### src/rtl/iir_p3_pkg.sv
// Shared constants and helpers for the 3-parallel IIR datapath.
// Lane 0 is the oldest sample and sits in the MSB field.
package iir_p3_pkg;

  localparam int IIR_DW    = 32;
  localparam int IIR_LANES = 3;
  localparam int IIR_WW    = IIR_DW * IIR_LANES;

  typedef logic [1:0] lane_t;

  localparam lane_t LAST_LANE = lane_t'(IIR_LANES - 1);

  function automatic logic [IIR_DW-1:0] lane_slice(
    input logic [IIR_WW-1:0] w,
    input lane_t             l
  );
    logic [IIR_DW-1:0] s;
    s = '0;
    unique case (l)
      2'd0:    s = w[2*IIR_DW +: IIR_DW];
      2'd1:    s = w[1*IIR_DW +: IIR_DW];
      2'd2:    s = w[0*IIR_DW +: IIR_DW];
      default: s = '0;
    endcase
    return s;
  endfunction

endpackage

### src/rtl/iir_word_fifo.sv
// Circular word buffer: storage, pointers and explicit level.
// Caller guarantees no write when full and no read when empty.
module iir_word_fifo
  import iir_p3_pkg::*;
#(
  parameter int W     = IIR_WW,
  parameter int DEPTH = 4
) (
  input  logic                   clk,
  input  logic                   rst_n,
  input  logic                   wr_en,
  input  logic [W-1:0]           wr_data,
  input  logic                   rd_en,
  output logic [W-1:0]           rd_data,
  output logic [$clog2(DEPTH):0] level,
  output logic                   full,
  output logic                   empty
);

  localparam int AW = $clog2(DEPTH);
  localparam int LW = AW + 1;

  logic [W-1:0]  mem [DEPTH];
  logic [AW-1:0] wr_ptr;
  logic [AW-1:0] rd_ptr;

  assign rd_data = mem[rd_ptr];
  assign full    = (level == LW'(DEPTH));
  assign empty   = (level == '0);

  always_ff @(posedge clk) begin
    if (wr_en) begin
      mem[wr_ptr] <= wr_data;
    end
  end

  always_ff @(posedge clk or negedge rst_n) begin
    if (!rst_n) begin
      wr_ptr <= '0;
      rd_ptr <= '0;
      level  <= '0;
    end else begin
      if (wr_en) begin
        wr_ptr <= wr_ptr + 1'b1;
      end
      if (rd_en) begin
        rd_ptr <= rd_ptr + 1'b1;
      end
      unique case (1'b1)
        (wr_en & ~rd_en): level <= level + 1'b1;
        (rd_en & ~wr_en): level <= level - 1'b1;
        default:          level <= level;
      endcase
    end
  end

endmodule

### src/rtl/iir_p3_serializer.sv
// Packed 3-lane word to 1-sample-per-beat stream converter.
// Lane 0 of the head word is emitted first.
module iir_p3_serializer
  import iir_p3_pkg::*;
#(
  parameter int DW    = IIR_DW,
  parameter int LANES = IIR_LANES,
  parameter int DEPTH = 4
) (
  input  logic                   clk,
  input  logic                   rst_n,
  input  logic [DW*LANES-1:0]    data_in,
  input  logic                   data_in_en,
  output logic                   in_ready,
  output logic [DW-1:0]          data_out,
  output logic                   data_out_valid,
  input  logic                   data_out_ready,
  output logic                   overflow,
  output logic [$clog2(DEPTH):0] level
);

  logic [DW*LANES-1:0] head;
  logic                full;
  logic                empty;
  lane_t               lane;
  logic [DW-1:0]       hold_q;
  logic                push;
  logic                beat;
  logic                pop;

  assign in_ready       = ~full;
  assign data_out_valid = ~empty;
  assign push           = data_in_en & in_ready;
  assign beat           = data_out_valid & data_out_ready;
  assign pop            = beat & (lane == LAST_LANE);

  // Hold the last shown sample while the buffer is empty.
  assign data_out = data_out_valid ? lane_slice(head, lane)
                                   : hold_q;

  iir_word_fifo #(
    .W     (DW*LANES),
    .DEPTH (DEPTH)
  ) u_fifo (
    .clk     (clk),
    .rst_n   (rst_n),
    .wr_en   (push),
    .wr_data (data_in),
    .rd_en   (pop),
    .rd_data (head),
    .level   (level),
    .full    (full),
    .empty   (empty)
  );

  always_ff @(posedge clk or negedge rst_n) begin
    if (!rst_n) begin
      lane     <= '0;
      overflow <= 1'b0;
      hold_q   <= '0;
    end else begin
      hold_q <= data_out;
      if (beat) begin
        lane <= pop ? lane_t'(0) : lane + 1'b1;
      end
      if (data_in_en & ~in_ready) begin
        overflow <= 1'b1;
      end
    end
  end

endmodule
### config.mk
export PLATFORM = sky130hd
export DESIGN_NAME = iir_p3_serializer
export DESIGN_NICKNAME = d
export VERILOG_FILES = /design/src/rtl/iir_p3_pkg.sv /design/src/rtl/iir_word_fifo.sv /design/src/rtl/iir_p3_serializer.sv
export SDC_FILE = /design/constraint.sdc
export NUM_CORES = 1
export LEC_CHECK = 0
export CELL_PAD_IN_SITES_DETAIL_PLACEMENT = 0
export CELL_PAD_IN_SITES_GLOBAL_PLACEMENT = 1
export CORE_UTILIZATION = 54
export CTS_CLUSTER_DIAMETER = 150
export DETAILED_ROUTE_END_ITERATION = 10
export GPL_TIMING_DRIVEN = 0
export PLACE_DENSITY_LB_ADDON = 0.15
export SYNTH_ARGS = -nofsm -noshare
export SYNTH_HDL_FRONTEND = slang
export SYNTH_SLANG_ARGS = --single-unit
### constraint.sdc
create_clock -name clk -period 8.3 [get_ports clk]
set_clock_uncertainty 0.05 [all_clocks]
set_input_delay 1.66 -clock clk [delete_from_list [all_inputs] [get_ports clk]]
set_output_delay 1.66 -clock clk [all_outputs]
set_load 0.05 [all_outputs]
==> results of run 1 <==
## stage by stage
step                      hold slack, ps  instance area [sq um]  util [%]
final                                411                  19800      66.7
after global routing                 446                  19800      66.7
after CTS                            418                  19800      66.7
after detailed placement             404                  18400      61.9
after global placement               390                  18200      61.3
after floorplan                      484                  16400         -
## worst paths after layout
kind                                  from           endpoint  slack, ps
max                                lane[1]       data_out[10]       3120
min                               overflow           overflow        410
max reg2reg                u_fifo.level[0]  u_fifo.mem[0][46]       5660
min reg2reg                       overflow           overflow        410
max in group asynchronous            rst_n          hold_q[9]       6560
min in group asynchronous            rst_n         hold_q[23]       1060
## logic make-up (layout without fill, tap and decap cells)
family	Yosys count	after routing
flip-flops	426	426
multiplexers	98	98
AO/OA/AOI/OAI	7	7
buffers and inverters	60	282
adder cells (fa/ha/maj)	6	6
XOR/XNOR	6	6
AND/OR/NAND/NOR	175	175
## power by group through the flow
stage | registers [mW] | logic, mW | clock network [mW]
2_1_floorplan | 3.06 | 2.04 | 0
3_3_place_gp | 3.07 | 3.05 | 0
3_5_place_dp | 3.03 | 3.14 | 0
4_1_cts | 3.00 | 3.16 | 1.96
5_1_grt | 3.03 | 3.30 | 2.04
6_report | 2.99 | 3.13 | 1.93
## synthesized netlist by cell type, types with 2 or more instances
cell type and instances:
a21o_1 2, and2_1 4, buf_1 4, buf_2 20, buf_4 7, buf_6 4
clkbuf_1 17, dfrtp_1 42, edfxtp_1 384, ha_1 5, inv_1 7, mux2_2 2
mux4_1 2, mux4_2 93, nand2_1 32, nand2b_1 2, nand3_1 62, nand4b_1 31
nor2b_1 5, nor3b_1 2, nor4b_1 32, xnor2_1 3, xor2_1 3
## routing by layer
| layer | vias to the layer above | part of all wire, % | track usage (%) |
|---|---|---|---|
| met3 | 65 | 6.1 | 3.73 |
| li1 | 3606 | - | - |
| met1 | 4452 | 40 | 32.9 |
| met4 | 0 | 1.8 | 6.59 |
| met5 | - | 0 | 0 |
| met2 | 340 | 52 | 42.6 |
## registers in the layout, indices dropped and copies added, names as in the netlist
register and cells:
u_fifo.rd_ptr 2, lane 2, overflow 1, u_fifo.level 3, u_fifo.wr_ptr 2, hold_q 32, u_fifo.mem 384
## cell usage in the layout, fill, tap and decap left out, types with 7 or more instances in the layout
cell and n:
buf_4 7, buf_2 21, edfxtp_1 384, mux4_2 93
nand3_1 62, dfrtp_1 42, nor4b_1 32, clkbuf_1 27
nand2_1 32, clkdlybuf4s50_1 136, inv_1 7, clkbuf_8 7
clkbuf_16 45, nand4b_1 31
## layout make-up
type | instances | area [sq um] | share of cell area (%)
sequential | 426 | 12600 | 63.5
multi-input combinational | 292 | 3480 | 17.5
clock inverter | 16 | 176 | 0.890
tap | 390 | 488 | 2.46
buffer | 52 | 277 | 1.39
inverter | 8 | 30.0 | 0.151
timing repair buffer | 144 | 1540 | 7.75
clock buffer | 62 | 1260 | 6.35
## worst max-delay path, stage by stage (launching register included)
cell and delay, ps:
dfrtp_1 310, buf_2 240, nor2b_1 160, clkbuf_1 350, clkbuf_1 610, nand3_1 160, nand4b_1 250, clkdlybuf4s50_1 860
==> run summary, run 1 <==
Outcome: finished clean
Resized Gates After CTS: 0
Setup repair bufs after CTS: 0
Post-Layout Cell Count: 1390
Period minus WS final: 5180 ps
Worst Path Arrival: 3470 ps
Clock power share: 24.0%
Logic gate share of total power: 38.8%
Area leader, netlist: edfxtp_1
Clock Sinks: 426
RSZ-0062 raised after global routing: false
Async S/R FF share, synth: 9.86%
Die W: 176 um
Worst setup SP type: flop
Core area: 29700 sq um
P_sw: 2.84 mW
# IOs: 138
Routed vias: 8463
I/O Buffers: 137
Tcrit/Tclk final: 62.4%
Fillers: 1937
Synthesized cell area: 16400 sq um
Synth Area in XOR/XNOR: 0.321%
Die area: 31000 sq um
Hold violation total from the final report: 0
Detail Placement HPWL: 22900 um
Synthesis warning total: 0
P per Cell Area: 406 nW/um^2
Largest cells by area after synthesis: edfxtp_1 70%, mux4_2 13%, dfrtp_1 6.4%
Switching share of power: 35.2%
Worst r2r path cells: 5
Slew @ Worst Pin: 777 ps
Worst-Skew Late Latency: 530 ps
DP Cell Count: 1312
#FFs+latches synth: 426
ANT cells: 0
Initial drt markers: 787
CTS tree: built
CP Max Fanout: 10
DR vias/cell: 6.09
Vias in the first global route: 9232
Post-synth EDFFs: 384
First-pass GRT wire length: 55600 um
Initial antenna violation count: 0
Max-capacitance violation count: 0
Post-Place Setup Slack: 3640 ps
Final-report setup violation count: 0
Setup_tns: 0 ps
DRT Wirelength: 36700 um
DRT Pass-1 Iters: 7
RD Place Congestion: 0.768
Initial Utilization: 55.0%
Share of the yosys chip area belonging to registers: 76.9%
CTS Buffer Depth: 3
Syn Inst Count: 778
Synth Flop Type: edfxtp_1
Post-synthesis mux area share: 13.3%
Hold Crit Class: flop to flop
Fmax: 193 MHz
Peak VDD IR: 0.298 mV
Synth top area share: 70.5%
Layout cells sized above 1: 20.3%
Power consumption: 8.05 mW
Max Slew Vio Count: 0
Total GRT Usage: 24.6%
Area Growth Syn to Fin: 21.2%
CP Data Required Time: 6590 ps
Largest family of logic cells by synthesized area: multiplexers
TritonCTS Buffers: 42
Residual DRC: 0
Total gr overflow: 0
Hold buffers post-CTS: 0
Leak Pwr: 6.52 nW
WS Path Type: flop to primary output
Cell row count: 63
Chip Height: 176 um
Fin nets: 1072
Simple-gate share of the synthesized area: 6.75%
Worst Setup End Kind: primary output
Largest net degree at the start of global routing: 52
Compound-Gate Fraction of Synth Area: 0.314%
H-tree depth: 2
Avg Inst Size Synth: 21.0 sq um
Distinct cell type count after synthesis: 36
Antenna viol nets, final: 0
Max-Slew Margin vs Limit: 48.2%
Final WS setup: 3120 ps
Clock slew at reported path FFs: 60 ps
Adder-cell share of the synthesized area: 0.505%
Int Pwr: 5.22 mW
Clk root buf: clkbuf_16
Seq pwr share: 37.2%
Hold Crit Depth: 1
WL per Instance: 26.4 um
Syn_nets: 884
(Power assumes the default switching activity.)
==> run 2: changes to the inputs <==
--- a/config.mk
+++ b/config.mk
@@ -7,7 +7,7 @@
 export LEC_CHECK = 0
 export CELL_PAD_IN_SITES_DETAIL_PLACEMENT = 0
 export CELL_PAD_IN_SITES_GLOBAL_PLACEMENT = 1
-export CORE_UTILIZATION = 54
+export CORE_UTILIZATION = 46
 export CTS_CLUSTER_DIAMETER = 150
 export DETAILED_ROUTE_END_ITERATION = 10
 export GPL_TIMING_DRIVEN = 0
==> constraint.sdc (replaced) <==
create_clock -name clk -period 4.5 [get_ports clk]
set_clock_uncertainty 0.05 [all_clocks]
set_input_delay 0.9 -clock clk [delete_from_list [all_inputs] [get_ports clk]]
set_output_delay 0.9 -clock clk [all_outputs]
set_load 0.05 [all_outputs]
==> run 2 against run 1 <==
  * Via count down 2.6%
  * Largest cell class unchanged
  * Sequential share of layout area decreased by 0.22 points
  * Non-clock buffer count down 2
  * Clock power rose by 86%
  * Sequential power rose by 84%
  * Utilization is 9.5 points lower
  * Sequential cell count did not move
  * Worst hold slack worse by 94 ps
  * Register-to-register slack got worse by 3900 ps
  * Cell count up 5.0%
==> run summary, run 2 (same netlist as run 1, synthesis figures left out) <==
H-tree depth: 2 (unchanged)
Design area: 19900 sq um (was 19800 sq um)
Final WS setup: 141 ps (was 3120 ps)
Hold buffers post-CTS: 0 (unchanged)
CP Max Fanout: 10 (unchanged)
Hold violation total from the final report: 0 (unchanged)
CP Buf/Inv Count: 5 (was 4)
Most flop-heavy register: u_fifo.mem (unchanged)
CP Data Required Time: 3550 ps (was 6590 ps)
Largest net degree at the start of global routing: 56 (was 52)
# IOs: 138 (unchanged)
Area Growth Syn to Fin: 21.6% (was 21.2%)
I/O Buffers: 137 (unchanged)
Number of flip-flops in the largest register: 384 (unchanged)
RD Place Congestion: 0.730 (was 0.768)
Total gr overflow: 0 (unchanged)
DRT Pass-1 Iters: 5 (was 7)
Period minus WS final: 4360 ps
M1 wire length: 15500 um (was 14700 um)
WS Path Type: flop to primary output (unchanged)
Post-DP Area: 18400 sq um (about the same)
Core area: 34800 sq um (was 29700 sq um)
First-pass GRT wire length: 53800 um (was 55600 um)
Max-capacitance violation count: 0 (unchanged)
Met3 wire len: 1640 um (was 2250 um)
Tcrit/Tclk final: 96.9%
Total GRT Usage: 20.4% (was 24.6%)
Worst Path Arrival: 3410 ps (was 3470 ps)
WHS: 317 ps (was 411 ps)
Cell row count: 68 (was 63)
Setup repair bufs after CTS: 0 (unchanged)
Final-report setup violation count: 0 (unchanged)
Worst Setup End Kind: primary output (unchanged)
Delay-heaviest family, CP: buffers and inverters (unchanged)
Max Slew Vio Count: 0 (unchanged)
CTS Buffer Depth: 3 (unchanged)
Most frequent CP cell: buf_2 (was clkbuf_1)
Most common cell after layout, fill and taps aside: edfxtp_1 (unchanged)
Initial drt markers: 593 (was 787)
TritonCTS Buffers: 45 (was 42)
DR vias/cell: 5.65 (was 6.09)
DRT Wirelength: 36100 um (was 36700 um)
Antenna viol nets, final: 0 (unchanged)
Detail Placement HPWL: 22300 um (was 22900 um)
Slew @ Worst Pin: 861 ps (was 777 ps)
Slowest CP cell: clkdlybuf4s50_1 (unchanged)
Register area: 12600 sq um (unchanged)
Fillers: 2657 (was 1937)
Commonest non-fill, non-tap cells in the layout: 384 x edfxtp_1, 130 x clkdlybuf4s50_1, 93 x mux4_2 (was 384 x edfxtp_1, 136 x clkdlybuf4s50_1, 93 x mux4_2)
Routed vias: 8241 (was 8463)
Worst setup SP type: flop (unchanged)
Worst-Skew Late Latency: 540 ps (was 530 ps)
Clock slew at reported path FFs: 60 ps (about the same)
Multi-input logic area: 3480 sq um (unchanged)
CP Cell Sequence: buf_2 > nor3_4 > inv_2 > buf_2 > buf_1 > nand3_1 > nand4b_1 > clkdlybuf4s50_1 (was buf_2 > nor2b_1 > clkbuf_1 > clkbuf_1 > nand3_1 > nand4b_1 > clkdlybuf4s50_1)
Top Registers: u_fifo.mem (384), hold_q (32), u_fifo.level (3) (unchanged)
WL per Instance: 24.7 um (was 26.4 um)
Clk root buf: clkbuf_16 (unchanged)
Initial antenna violation count: 1 (was 0)
Die W: 191 um (was 176 um)
CTS tree: built (unchanged)
Power consumption: 14.8 mW (was 8.05 mW)
Max-Slew Margin vs Limit: 42.6% (was 48.2%)
Vias in the first global route: 8690 (was 9232)
Outcome: finished clean (unchanged)
Chip Height: 191 um (was 176 um)
Final Util: 57.2% (was 66.7%)
Fin nets: 1073 (was 1072)
Residual DRC: 0 (unchanged)
Layout cells sized above 1: 20.5% (was 20.3%)
Initial Utilization: 47.0% (was 55.0%)
Die area: 36300 sq um (was 31000 sq um)
Worst path max stage delay: 750 ps (was 860 ps)
Top Metal Used: met4 (unchanged)
Clock Sinks: 426 (unchanged)
Post-Place Setup Slack: 588 ps (was 3640 ps)
Resized Gates After CTS: 0 (unchanged)
Peak VDD IR: 0.593 mV (was 0.298 mV)
Leak Pwr: 6.57 nW (was 6.52 nW)
Met2 WL: 18200 um (was 19100 um)
Hold Crit Class: input pin to async pin (was flop to flop)
P per Cell Area: 743 nW/um^2 (was 406 nW/um^2)
RSZ-0062 raised after global routing: false (unchanged)
Fmax: 229 MHz
## run 2: cell count changes in the layout (fill, tap and decap cells not counted), sizes merged
cell	before	now
clkinvlp	1	4
diode	0	1
dlymetal6s2s	0	6
bufinv	4	3
clkdlybuf4s50	136	130
inv	8	9
buf	43	41
clkinv	11	13
## run 2: final timing paths
path                       cells past startpoint            start                 to  slack, ps
max reg2reg                                    4  u_fifo.level[2]  u_fifo.mem[3][51]       1810
min reg2reg                                    1         overflow           overflow        410
max                                            8  u_fifo.level[0]        data_out[7]        140
min                                            1            rst_n         hold_q[28]        320
max in group asynchronous                      2            rst_n          hold_q[1]       3510
min in group clk                               1         overflow           overflow        410
## run 2: final cells by class
type,instances,area share (%)
diodes,1,0.0126
plain buffers,52,1.41
clock buffers,62,6.29
clock inverters,21,0.962
inverters,8,0.151
multi-input cells,292,17.5
flip-flops and latches,426,63.2
well taps,455,2.86
repair buffers,142,7.60
## run 2: routing by layer
| layer | vias up | GRT usage [%] |
|---|---|---|
| li1 | 3615 | - |
| met4 | 0 | 5.75 |
| met3 | 58 | 2.93 |
| met5 | - | 0 |
| met2 | 209 | 34.4 |
| met1 | 4359 | 27.7 |
## run 2: stage by stage
| stage | std cells | TNS (ps) |
|---|---|---|
| floorplan | 778 | 0 |
| global placement | 1370 | -708030 |
| detailed placement | 1375 | 0 |
| CTS | 1458 | 0 |
| global route | 1459 | 0 |
| finish | 1459 | 0 |
## run 2: where the power goes
| group | switching, mW | internal, mW |
|---|---|---|
| Clock | 1.47 | 2.12 |
| Sequential | 0.193 | 5.30 |
| Combinational | 3.56 | 2.13 |
